===== src/rtl/dm_port_arbiter.sv =====
`default_nettype none
// ============================================================================
// Module      : dm_port_arbiter
// Description : Shares the single data-memory port between the pipeline MEM
//               stage (CPU) and a DMA/loader engine. Requests are arbitrated
//               round-robin in IDLE. Each access holds the port for MEM_LAT
//               cycles (ACCESS) and is followed by one response cycle (RESP).
//               The CPU pipeline is stalled while its access is pending.
//
// Ports       :
//   clk, rst                     clock, synchronous active-high reset
//   cpu_req/we/addr/wdata        CPU (MEM stage) request side
//   cpu_rdata, cpu_stall         CPU read data and pipeline freeze
//   dma_req/we/addr/wdata        DMA request side (req held until dma_done)
//   dma_rdata, dma_done          DMA read data and one-cycle completion pulse
//   mem_re/we/addr/wdata         data-memory command
//   mem_rdata                    data-memory read data
//
// Revision    : 1.0 - initial release
// ============================================================================
module dm_port_arbiter #(
    parameter int ADDR_W  = 32,
    parameter int DATA_W  = 32,
    parameter int MEM_LAT = 2
) (
    input  logic              clk,
    input  logic              rst,

    input  logic              cpu_req,
    input  logic              cpu_we,
    input  logic [ADDR_W-1:0] cpu_addr,
    input  logic [DATA_W-1:0] cpu_wdata,
    output logic [DATA_W-1:0] cpu_rdata,
    output logic              cpu_stall,

    input  logic              dma_req,
    input  logic              dma_we,
    input  logic [ADDR_W-1:0] dma_addr,
    input  logic [DATA_W-1:0] dma_wdata,
    output logic [DATA_W-1:0] dma_rdata,
    output logic              dma_done,

    output logic              mem_re,
    output logic              mem_we,
    output logic [ADDR_W-1:0] mem_addr,
    output logic [DATA_W-1:0] mem_wdata,
    input  logic [DATA_W-1:0] mem_rdata
);

    // ------------------------------------------------------------------------
    // Constants
    // ------------------------------------------------------------------------
    localparam int               c_CNT_W    = $clog2(MEM_LAT + 1);
    // The counter is loaded with MEM_LAT-1 at grant so that the last ACCESS
    // cycle is the one where it reads zero.
    localparam logic [c_CNT_W-1:0] c_CNT_LOAD = c_CNT_W'(MEM_LAT - 1);
    localparam logic [c_CNT_W-1:0] c_CNT_ONE  = c_CNT_W'(1);
    localparam logic             c_OWN_CPU  = 1'b0;
    localparam logic             c_OWN_DMA  = 1'b1;

    typedef enum logic [1:0] {
        ST_IDLE   = 2'd0,
        ST_ACCESS = 2'd1,
        ST_RESP   = 2'd2
    } state_t;

    // ------------------------------------------------------------------------
    // State
    // ------------------------------------------------------------------------
    state_t              state_q,      state_d;
    logic                owner_q,      owner_d;
    logic                last_grant_q, last_grant_d;
    logic                we_q,         we_d;
    logic [ADDR_W-1:0]   addr_q,       addr_d;
    logic [DATA_W-1:0]   wdata_q,      wdata_d;
    logic [DATA_W-1:0]   rdata_q,      rdata_d;
    logic [c_CNT_W-1:0]  cnt_q,        cnt_d;

    // ------------------------------------------------------------------------
    // Round-robin grant decision (only consumed in IDLE)
    // ------------------------------------------------------------------------
    logic w_grant_valid;
    logic w_grant_owner;

    always_comb begin
        w_grant_valid = cpu_req | dma_req;
        if (cpu_req && dma_req) begin
            // On a tie the requester that did not win last time goes first.
            w_grant_owner = ~last_grant_q;
        end else begin
            w_grant_owner = dma_req ? c_OWN_DMA : c_OWN_CPU;
        end
    end

    // ------------------------------------------------------------------------
    // State register
    // ------------------------------------------------------------------------
    always_ff @(posedge clk) begin
        if (rst) begin
            state_q      <= ST_IDLE;
            owner_q      <= c_OWN_CPU;
            last_grant_q <= c_OWN_DMA;
            we_q         <= 1'b0;
            addr_q       <= '0;
            wdata_q      <= '0;
            rdata_q      <= '0;
            cnt_q        <= '0;
        end else begin
            state_q      <= state_d;
            owner_q      <= owner_d;
            last_grant_q <= last_grant_d;
            we_q         <= we_d;
            addr_q       <= addr_d;
            wdata_q      <= wdata_d;
            rdata_q      <= rdata_d;
            cnt_q        <= cnt_d;
        end
    end

    // ------------------------------------------------------------------------
    // Next-state and memory-port outputs
    // ------------------------------------------------------------------------
    always_comb begin
        state_d      = state_q;
        owner_d      = owner_q;
        last_grant_d = last_grant_q;
        we_d         = we_q;
        addr_d       = addr_q;
        wdata_d      = wdata_q;
        rdata_d      = rdata_q;
        cnt_d        = cnt_q;

        mem_re       = 1'b0;
        mem_we       = 1'b0;
        mem_addr     = '0;
        mem_wdata    = '0;
        dma_done     = 1'b0;

        case (state_q)
            ST_IDLE: begin
                if (w_grant_valid) begin
                    // Fields are latched here; later changes on the request
                    // side have no effect on the access in flight.
                    owner_d      = w_grant_owner;
                    last_grant_d = w_grant_owner;
                    we_d         = (w_grant_owner == c_OWN_DMA) ? dma_we    : cpu_we;
                    addr_d       = (w_grant_owner == c_OWN_DMA) ? dma_addr  : cpu_addr;
                    wdata_d      = (w_grant_owner == c_OWN_DMA) ? dma_wdata : cpu_wdata;
                    cnt_d        = c_CNT_LOAD;
                    state_d      = ST_ACCESS;
                end
            end

            ST_ACCESS: begin
                mem_addr  = addr_q;
                mem_wdata = wdata_q;
                mem_re    = ~we_q;
                if (cnt_q == '0) begin
                    // Write strobe only in the final cycle so the memory sees
                    // exactly one commit per write access.
                    mem_we  = we_q;
                    rdata_d = mem_rdata;
                    state_d = ST_RESP;
                end else begin
                    cnt_d = cnt_q - c_CNT_ONE;
                end
            end

            ST_RESP: begin
                dma_done = (owner_q == c_OWN_DMA);
                state_d  = ST_IDLE;
            end

            default: begin
                state_d = ST_IDLE;
            end
        endcase
    end

    // ------------------------------------------------------------------------
    // Requester-side outputs
    // ------------------------------------------------------------------------
    // The stall drops in exactly the response cycle of a CPU access, so the
    // pipeline advances on that edge and the next request is seen in IDLE.
    assign cpu_stall = cpu_req & ~((state_q == ST_RESP) && (owner_q == c_OWN_CPU));
    assign cpu_rdata = rdata_q;
    assign dma_rdata = rdata_q;

endmodule
`default_nettype wire


===== config.mk =====
export PLATFORM = sky130hd
export DESIGN_NAME = dm_port_arbiter
export DESIGN_NICKNAME = d
export VERILOG_FILES = /design/src/rtl/dm_port_arbiter.sv
export SDC_FILE = /design/constraint.sdc
export NUM_CORES = 1
export LEC_CHECK = 0
export ABC_AREA = 0
export CAP_MARGIN = 5
export CORE_MARGIN = 2
export CORE_UTILIZATION = 27
export DETAILED_ROUTE_END_ITERATION = 6
export SLEW_MARGIN = 20
export SYNTH_ARGS = -nofsm -noshare
export SYNTH_HDL_FRONTEND = slang
export SYNTH_SLANG_ARGS = --single-unit

===== constraint.sdc =====
create_clock -name clk -period 2.25 [get_ports clk]
set_input_delay 0.45 -clock clk [delete_from_list [all_inputs] [get_ports clk]]
set_output_delay 0.45 -clock clk [all_outputs]
set_load 0.02 [all_outputs]

# Word level (Yosys, flattened, before mapping)

Cells that the tools add are included.

Register bits after elaboration: 103
Logic and storage cells: 45

Reduce and logical (&&, ||, !) cells: 9
Add/subtract/negate cells: 1
Bitwise operators: 6
Equal/unequal tests: 5
Multiplexer cells: 16

Operators by type and width:

| cell                  | count |
|---|---|
| $mux W32              | 4 |
| $pmux W2 S2           | 2 |
| $mux W1               | 7 |
| $mux W2               | 3 |
| $ne A2 B2 Y1 const B  | 3 |
| $reduce_and A2 Y1     | 3 |
| $logic_not A2 Y1      | 2 |
| $not A1 Y1            | 4 |
| $reduce_and A3 Y1     | 1 |
| $eq A2 B1 Y1 const B  | 1 |
| $eq A2 B2 Y1 const B  | 1 |
| $logic_and A1 B1 Y1   | 2 |
| $reduce_bool A2 Y1    | 1 |
| $sub A2 B1 Y2 const B | 1 |
| $and A1 B1 Y1         | 1 |
| $or A1 B1 Y1          | 1 |

# Depth between registers and ports, before layout

Gate-level depths: netlist (run 1).

Depth in word-level cells: 4
Gate-level depth with buffers: 7
Mapped depth without buffers: 5

# Least setup slack after synthesis (run 1)

Ideal clock, no wire load.

Path kind: flip-flop to output port
From: register cnt_q[1]
To: output port mem_we
Data required time: 1.800 ns
Arrival time: 1.388 ns
Slack: 0.412 ns
Buffers on the path: 2
Stages on the path, launching flop included: 7
Cell sequence: dfxtp_1 -> inv_1 -> ha_1 -> and3b_1 -> clkbuf_1 -> clkbuf_1 -> and2_1

Cells in the longest elaborated chain, start to end: 3

RTL lines:

| what                     | RTL line | text |
|---|---|---|
| start: declaration       | 77       | `logic [c_CNT_W-1:0] cnt_q, cnt_d;` |
| start signal: assignment | 116      | `cnt_q <= cnt_d;` |
| $logic_not A2 Y1         | 158      | `if (cnt_q == '0) begin` |
| $mux W1                  | 158      |  |
| $mux W1                  | 139      | `case (state_q)` |
| end: declaration         | 44       | `output logic mem_we,` |

Every way passes these cells.

# Worst setup path after layout (run 1)

From: register state_q[1]
To: output port mem_wdata[21]

Cells in the longest elaborated chain, start to end: 2

RTL lines:

| what                     | RTL line | text |
|---|---|---|
| start: declaration       | 70       | `state_t state_q, state_d;` |
| start signal: assignment | 109      | `state_q <= state_d;` |
| $eq A2 B1 Y1             | 139      |  |
| $mux W32                 | 139      |  |
| end: declaration         | 46       | `output logic [DATA_W-1:0] mem_wdata,` |

Every way passes these cells.

==> summary.txt, run 1 <==
Route
  • Drt initial violations: 124
  • Post-DR vias/cell: 4.70
  • Remaining DRCs: 0
  • Number of nets still failing antenna checks after routing: 0
  • Routed WL per cell: between 15 and 20 µm
  • First-pass iteration count of the detailed router: 4
  • Post-Route WL: ~18 mm
  • Vias: approximately 5200

CTS
  • # Post-CTS Setup Buffers: 0
  • Post-cts sizing count: roughly 70
  • Clock transition at path regs: 70 ps
  • Worst skew pair latency: 350 ps
  • CTS buffer count: 9
  • Max Buffers Root-to-Sink: 2
  • CTS HTree Levels: 3
  • CTS tree: done
  • Clock sink total: slightly above 100
  • Cts hold-fix bufs: 0
  • Root buf cell: clkbuf_16

Worst hold path
  • Hold Path Stages: 2
  • Hold Path Sink: cpu_rdata[25]
  • Worst Hold Launch: cpu_rdata[25]
  • Hold Crit Class: reg -> reg

Flow run
  • Max Cap Violations: 0

Logic synthesis
  • Synth Instances: 648
  • Post-synthesis cell type count: 26
  • Synthesized area: about 5000 µm²
  • Seq/Total Area, Yosys: 41.1%
  • Yosys warnings: 0
  • Synth Net Count: approximately 800
  • Synth Register Bits: about 100
  • Syn Area/Cell: 7.75 µm²

Placed design
  • GPL Wtd Cong: approximately 0.77
  • Port-buffer cells: roughly 300
  • DP Area: ~8000 µm²
  • Hpwl dp: 12.1 mm

Die
  • DIE AREA: a little under 20000 µm²
  • Core area: around 18000 µm²
  • # IOs: just under 300
  • Die H: approximately 140 µm
  • Die X: about 140 µm
  • Starting Density: between 20 and 30%
  • Row cnt: 49

Timing
  • Slew Limit Fails: 0
  • Final Hold Viols: 0
  • Final period util: between 90 and 100%
  • Unrepaired setup endpoints after global routing: false
  • Clk_skew: ~7.3 ps
  • # setup viols final: 0
  • Setup_tns: 0 ps
  • Final min period: roughly 2100 ps
  • Slew HR: a little under three fifths
  • F_max: between 400 and 500 MHz
  • Slew @ Worst Pin: approximately 650 ps

Global routing
  • Largest net degree at the start of global routing: just under 70
  • First-pass GRT wire length: 27.1 mm
  • Via count of the first global-routing pass: 5021
  • Tot GR Track Use: between 10% and 20%
  • Antenna violations before repair: 0
  • Grt ovf: 0

Cells and area
  • Synth-to-Final Area Change: 64.8%
  • Design area: between 8000 and 9000 µm²
  • Share of cells above drive strength 1: 5.99%
  • Inserted Diodes: 0
  • Nets: about 1000
  • Fillers: between 1500 and 2000

Power and ir drop
  • Power density cells: around 670 nW/µm²
  • Peak supply drop: around 0.39 mV
  • Lkg Pwr: approximately 3.4 nW

Critical path
  • R2R setup slack: between 700 and 800 ps
  • WS Path Type: reg -> out
  • Crit path DAT: 1650 ps
  • Worst reg2reg endpoint: cnt_q[0]
  • Worst r2r src: cnt_q[0]
  • R2R cell count: 5
  • Critical Path Start Type: flip-flop
  • Crit Path Max Fanout: 39
  • Endpoint class of the critical path: output port
  • Required @ worst endpoint: 1800 ps

Status
  • Status: finished clean
layer usage:
metal	GRT usage (%)	share of wire, %
met2	29.4	48
met5	0	0
met4	5.90	1.9
met1	20.4	41
met3	6.05	9.1
per-stage QoR:
| step | total power [W] | worst slack, ps | hold WS (ps) | util, % | cells |
|---|---|---|---|---|---|
| after floorplan | 0.00311 | 412 | 475 | - | 648 |
| after CTS | 0.00565 | 113 | 472 | 45.8 | 1114 |
| final | 0.00556 | 150 | 468 | 45.7 | 1114 |
| after global placement | 0.00391 | 185 | 456 | 44.4 | 1098 |
| after detailed placement | 0.00392 | 102 | 462 | 44.4 | 1098 |
| after global routing | 0.00586 | 50.6 | 492 | 45.7 | 1114 |
power breakdown:
group	switching [W]	internal [W]
sequential	0.000115	0.00204
clock	0.000740	0.00101
combinational	0.000853	0.000802
worst max-delay path by stage:
stage / startpoint / to / cells after the start
5_1_grt: cnt_q[0] / mem_we / 5
4_1_cts: state_q[1] / mem_wdata[21] / 4
6_report: state_q[1] / mem_wdata[21] / 4
2_1_floorplan: cnt_q[1] / mem_we / 6
3_3_place_gp: cpu_req / state_q[0] / 5
3_5_place_dp: cpu_req / wdata_q[12] / 5
cells in the mapped netlist:
cell type    n  area, µm²
nand2_1    195        732
dfxtp_1    103       2060
a21oi_1     99        495
and2_1      66        413
a311oi_1    57        499
clkbuf_1    44        165
buf_4       33        248
buf_2       15       75.1
a311oi_2     8        120
inv_1        5       18.8
a21bo_2      2       20.0
buf_6        2       22.5
ha_1         2       25.0
nor2_1       2       7.51
nor2b_1      2       12.5
nor3b_1      2       15.0
o31a_1       2       17.5
a21boi_1     1       7.51
and3_1       1       6.26
and3b_1      1       8.76
nand3_1      1       5.00
nand3b_1     1       7.51
o211ai_1     1       7.51
o21a_1       1       7.51
o41ai_2      1       16.3
or2_0        1       6.26
area by class of cell:
| type | count | area, µm² | share of cell area, % |
|---|---|---|---|
| Clock buffer | 10 | 239 | 2.89 |
| Clock inverter | 6 | 90.1 | 1.09 |
| Inverter | 5 | 18.8 | 0.227 |
| Multi-Input combinational cell | 446 | 2460 | 29.7 |
| Sequential cell | 103 | 2060 | 24.9 |
| Tap cell | 229 | 287 | 3.46 |
| Timing Repair Buffer | 315 | 3120 | 37.7 |
cells by family after synthesis:
family | count (synthesis) | share of synthesized area [%]
fa+ha+maj | 2 | 0.498
flops | 103 | 41.1
compound gates | 172 | 23.7
simple gates | 272 | 24.2
buf+inv | 99 | 10.5
placed cells by master (no fill, tap or decap), types with 8 or more instances in the layout:
cell	instances
a311oi_1	57
buf_4	11
and2_1	65
dfxtp_1	103
dlygate4sd2_1	66
buf_12	8
a21oi_1	99
clkbuf_16	9
nand2_1	195
a311oi_2	8
clkdlybuf4s50_1	228
sequential cells by signal, summed over array words and instances (netlist names):
name          cells
state_q           2
we_q              1
last_grant_q      1
cpu_rdata        32
addr_q           32
owner_q           1
cnt_q             2
wdata_q          32
worst max-delay path: stages, from the launching register on:
cell and delay, ps:
dfxtp_1 390, nor2b_4 190, buf_12 190, and2_1 140, dlygate4sd2_1 380
No activity file was read; power rests on OpenSTA's default activity.
==> run 2: changes to the inputs <==
PLACE_DENSITY = 0.69   (was not set)
==> summary.txt, run 2 (synthesis results as in run 1) <==
Global routing
  • First-pass GRT wire length: roughly 28 mm
  • Tot GR Track Use: between 15 and 20%
  • Antenna violations before repair: 1
  • Grt ovf: 0
  • Largest net degree at the start of global routing: between 60 and 70
  • Via count of the first global-routing pass: ~5200

CTS
  • Root buf cell: clkbuf_16
  • Clock sink total: 103
  • CTS tree: done
  • Max Buffers Root-to-Sink: 2
  • Worst skew pair latency: ~340 ps
  • Clock transition at path regs: approximately 70 ps
  • CTS HTree Levels: 3
  • CTS buffer count: 9

Route
  • Drt initial violations: approximately 180
  • Met1 WL: between 7 and 8 mm
  • Remaining DRCs: 0
  • Post-Route WL: 17.7 mm
  • Vias: between 5000 and 6000
  • First-pass iteration count of the detailed router: 4
  • Top Metal Used: met4
  • Metal3 WL: about 1.5 mm
  • Post-DR vias/cell: roughly 4.8
  • Number of nets still failing antenna checks after routing: 0
  • Routed WL per cell: between 15 and 20 µm
  • Met2 routed WL: roughly 8.6 mm

Status
  • Status: finished clean

Critical path
  • Critical Path Start Type: primary input
  • Crit Path Max Fanout: 2
  • Required @ worst endpoint: about 1800 ps
  • Crit-path cells: clkdlybuf4s50_1 > o31a_1 > clkdlybuf4s50_1
  • Worst r2r src: state_q[0]
  • WS Path Type: in -> out
  • R2R setup slack: approximately 740 ps
  • Crit path DAT: 1700 ps
  • R2R cell count: 5
  • Largest stage delay, worst path: ~600 ps
  • Most common cell on crit path: clkdlybuf4s50_1
  • Worst reg2reg endpoint: wdata_q[12]
  • Endpoint class of the critical path: output port
  • CP max-delay cell: clkdlybuf4s50_1

Timing
  • Unrepaired setup endpoints after global routing: false
  • Slew Limit Fails: 0
  • Final worst slack: between 100 and 150 ps
  • F_max: 466 MHz
  • # setup viols final: 0
  • Final min period: approximately 2100 ps
  • Final Hold Viols: 0
  • Setup_tns: 0 ps
  • Slew @ Worst Pin: 611 ps
  • Slew HR: 59.2%
  • Final period util: a little over nine tenths
  • Clk_skew: around 5.2 ps

Die
  • Starting Density: roughly 28%
  • Die X: between 100 and 150 µm
  • Core area: approximately 18000 µm²
  • # IOs: about 300
  • Die H: about 140 µm
  • DIE AREA: 19700 µm²
  • Row cnt: ~50

Worst hold path
  • Worst Hold Launch: cpu_rdata[28]
  • Hold Crit Class: reg -> reg
  • Hold Path Stages: 2
  • Hold Path Sink: cpu_rdata[28]

Placed design
  • Worst slack, placed: about 21 ps
  • Hpwl dp: 12.3 mm
  • GPL Wtd Cong: between 0.7 and 0.8
  • Port-buffer cells: between 200 and 300

Cells and area
  • Most common cell after layout, fill and taps aside: clkdlybuf4s50_1
  • Inserted Diodes: 0
  • Nets: between 1000 and 1500
  • Synth-to-Final Area Change: 65.2%
  • Most frequent cells in the layout: 230 x clkdlybuf4s50_1, 195 x nand2_1, 102 x dfxtp_1, 99 x a21oi_1, 66 x dlygate4sd2_1
  • Share of cells above drive strength 1: around 5.9%
  • Final core occ: around 46%

Power and ir drop
  • Power, Total: about 0.0055 W
  • Peak supply drop: 0.347 mV
  • Lkg Pwr: 3.38 nW
  • Power density cells: 666 nW/µm²

Flow run
  • Max Cap Violations: 0
## run 2: area by class of cell
cell class | instances | area (µm²)
fill | 1847 | 9790
timing repair buffer | 316 | 3140
multi-input combinational | 446 | 2460
sequential | 103 | 2060
tap | 229 | 287
clock buffer | 11 | 243
clock inverter | 5 | 81.3
inverter | 5 | 18.8
## run 2: repair_timing
item / CTS / global route
hold endpoints to repair: 0 / 0
hold buffers: 0 / 0
setup endpoints to repair: 68 / 0
resized for setup: 67 / 0
setup buffers: 0 / 0
## run 2: report_power, final
group          switching [W]  internal, W
clock               0.000694      0.00101
combinational       0.000864     0.000806
sequential          0.000118      0.00204
## run 2: worst max-delay path by stage
| stage | startpoint | to | slack [ps] | depth (start not counted) |
|---|---|---|---|---|
| 2_1_floorplan | cnt_q[1] | mem_we | 410 | 6 |
| 3_3_place_gp | cpu_req | cnt_q[1] | 60 | 6 |
| 3_5_place_dp | cpu_req | wdata_q[12] | 20 | 6 |
| 4_1_cts | cpu_req | cpu_stall | 100 | 3 |
| 5_1_grt | state_q[1] | dma_done | 20 | 3 |
| 6_report | cpu_req | cpu_stall | 100 | 3 |
## run 2: critical path: cells and delay by family
family,cells,cell delay (ps)
buffers and inverters,2,1110
AOI/OAI and AO/OA,1,140
## run 2: metrics by stage
stage          hold slack, ps  instances  area (µm²)
6_report                  469       1115        8290
5_1_grt                   491       1115        8290
4_1_cts                   473       1115        8290
3_5_place_dp              462       1099        8050
3_3_place_gp              456       1099        8050
2_1_floorplan             475        648        5020
## run 2: per-layer routing
layer	GRT usage (%)	vias to the layer above
li1	-	2649
met1	21.0	2439
met2	30.0	213
met3	6.12	12
met4	4.68	0
met5	0	-
==> run 3: changes to the inputs <==
CTS_CLUSTER_SIZE = 20   (was not set)
TNS_END_PERCENT = 50   (was not set)
==> results of run 3 <==
The final DEF is identical to that of run 2; final timing and power are the same.
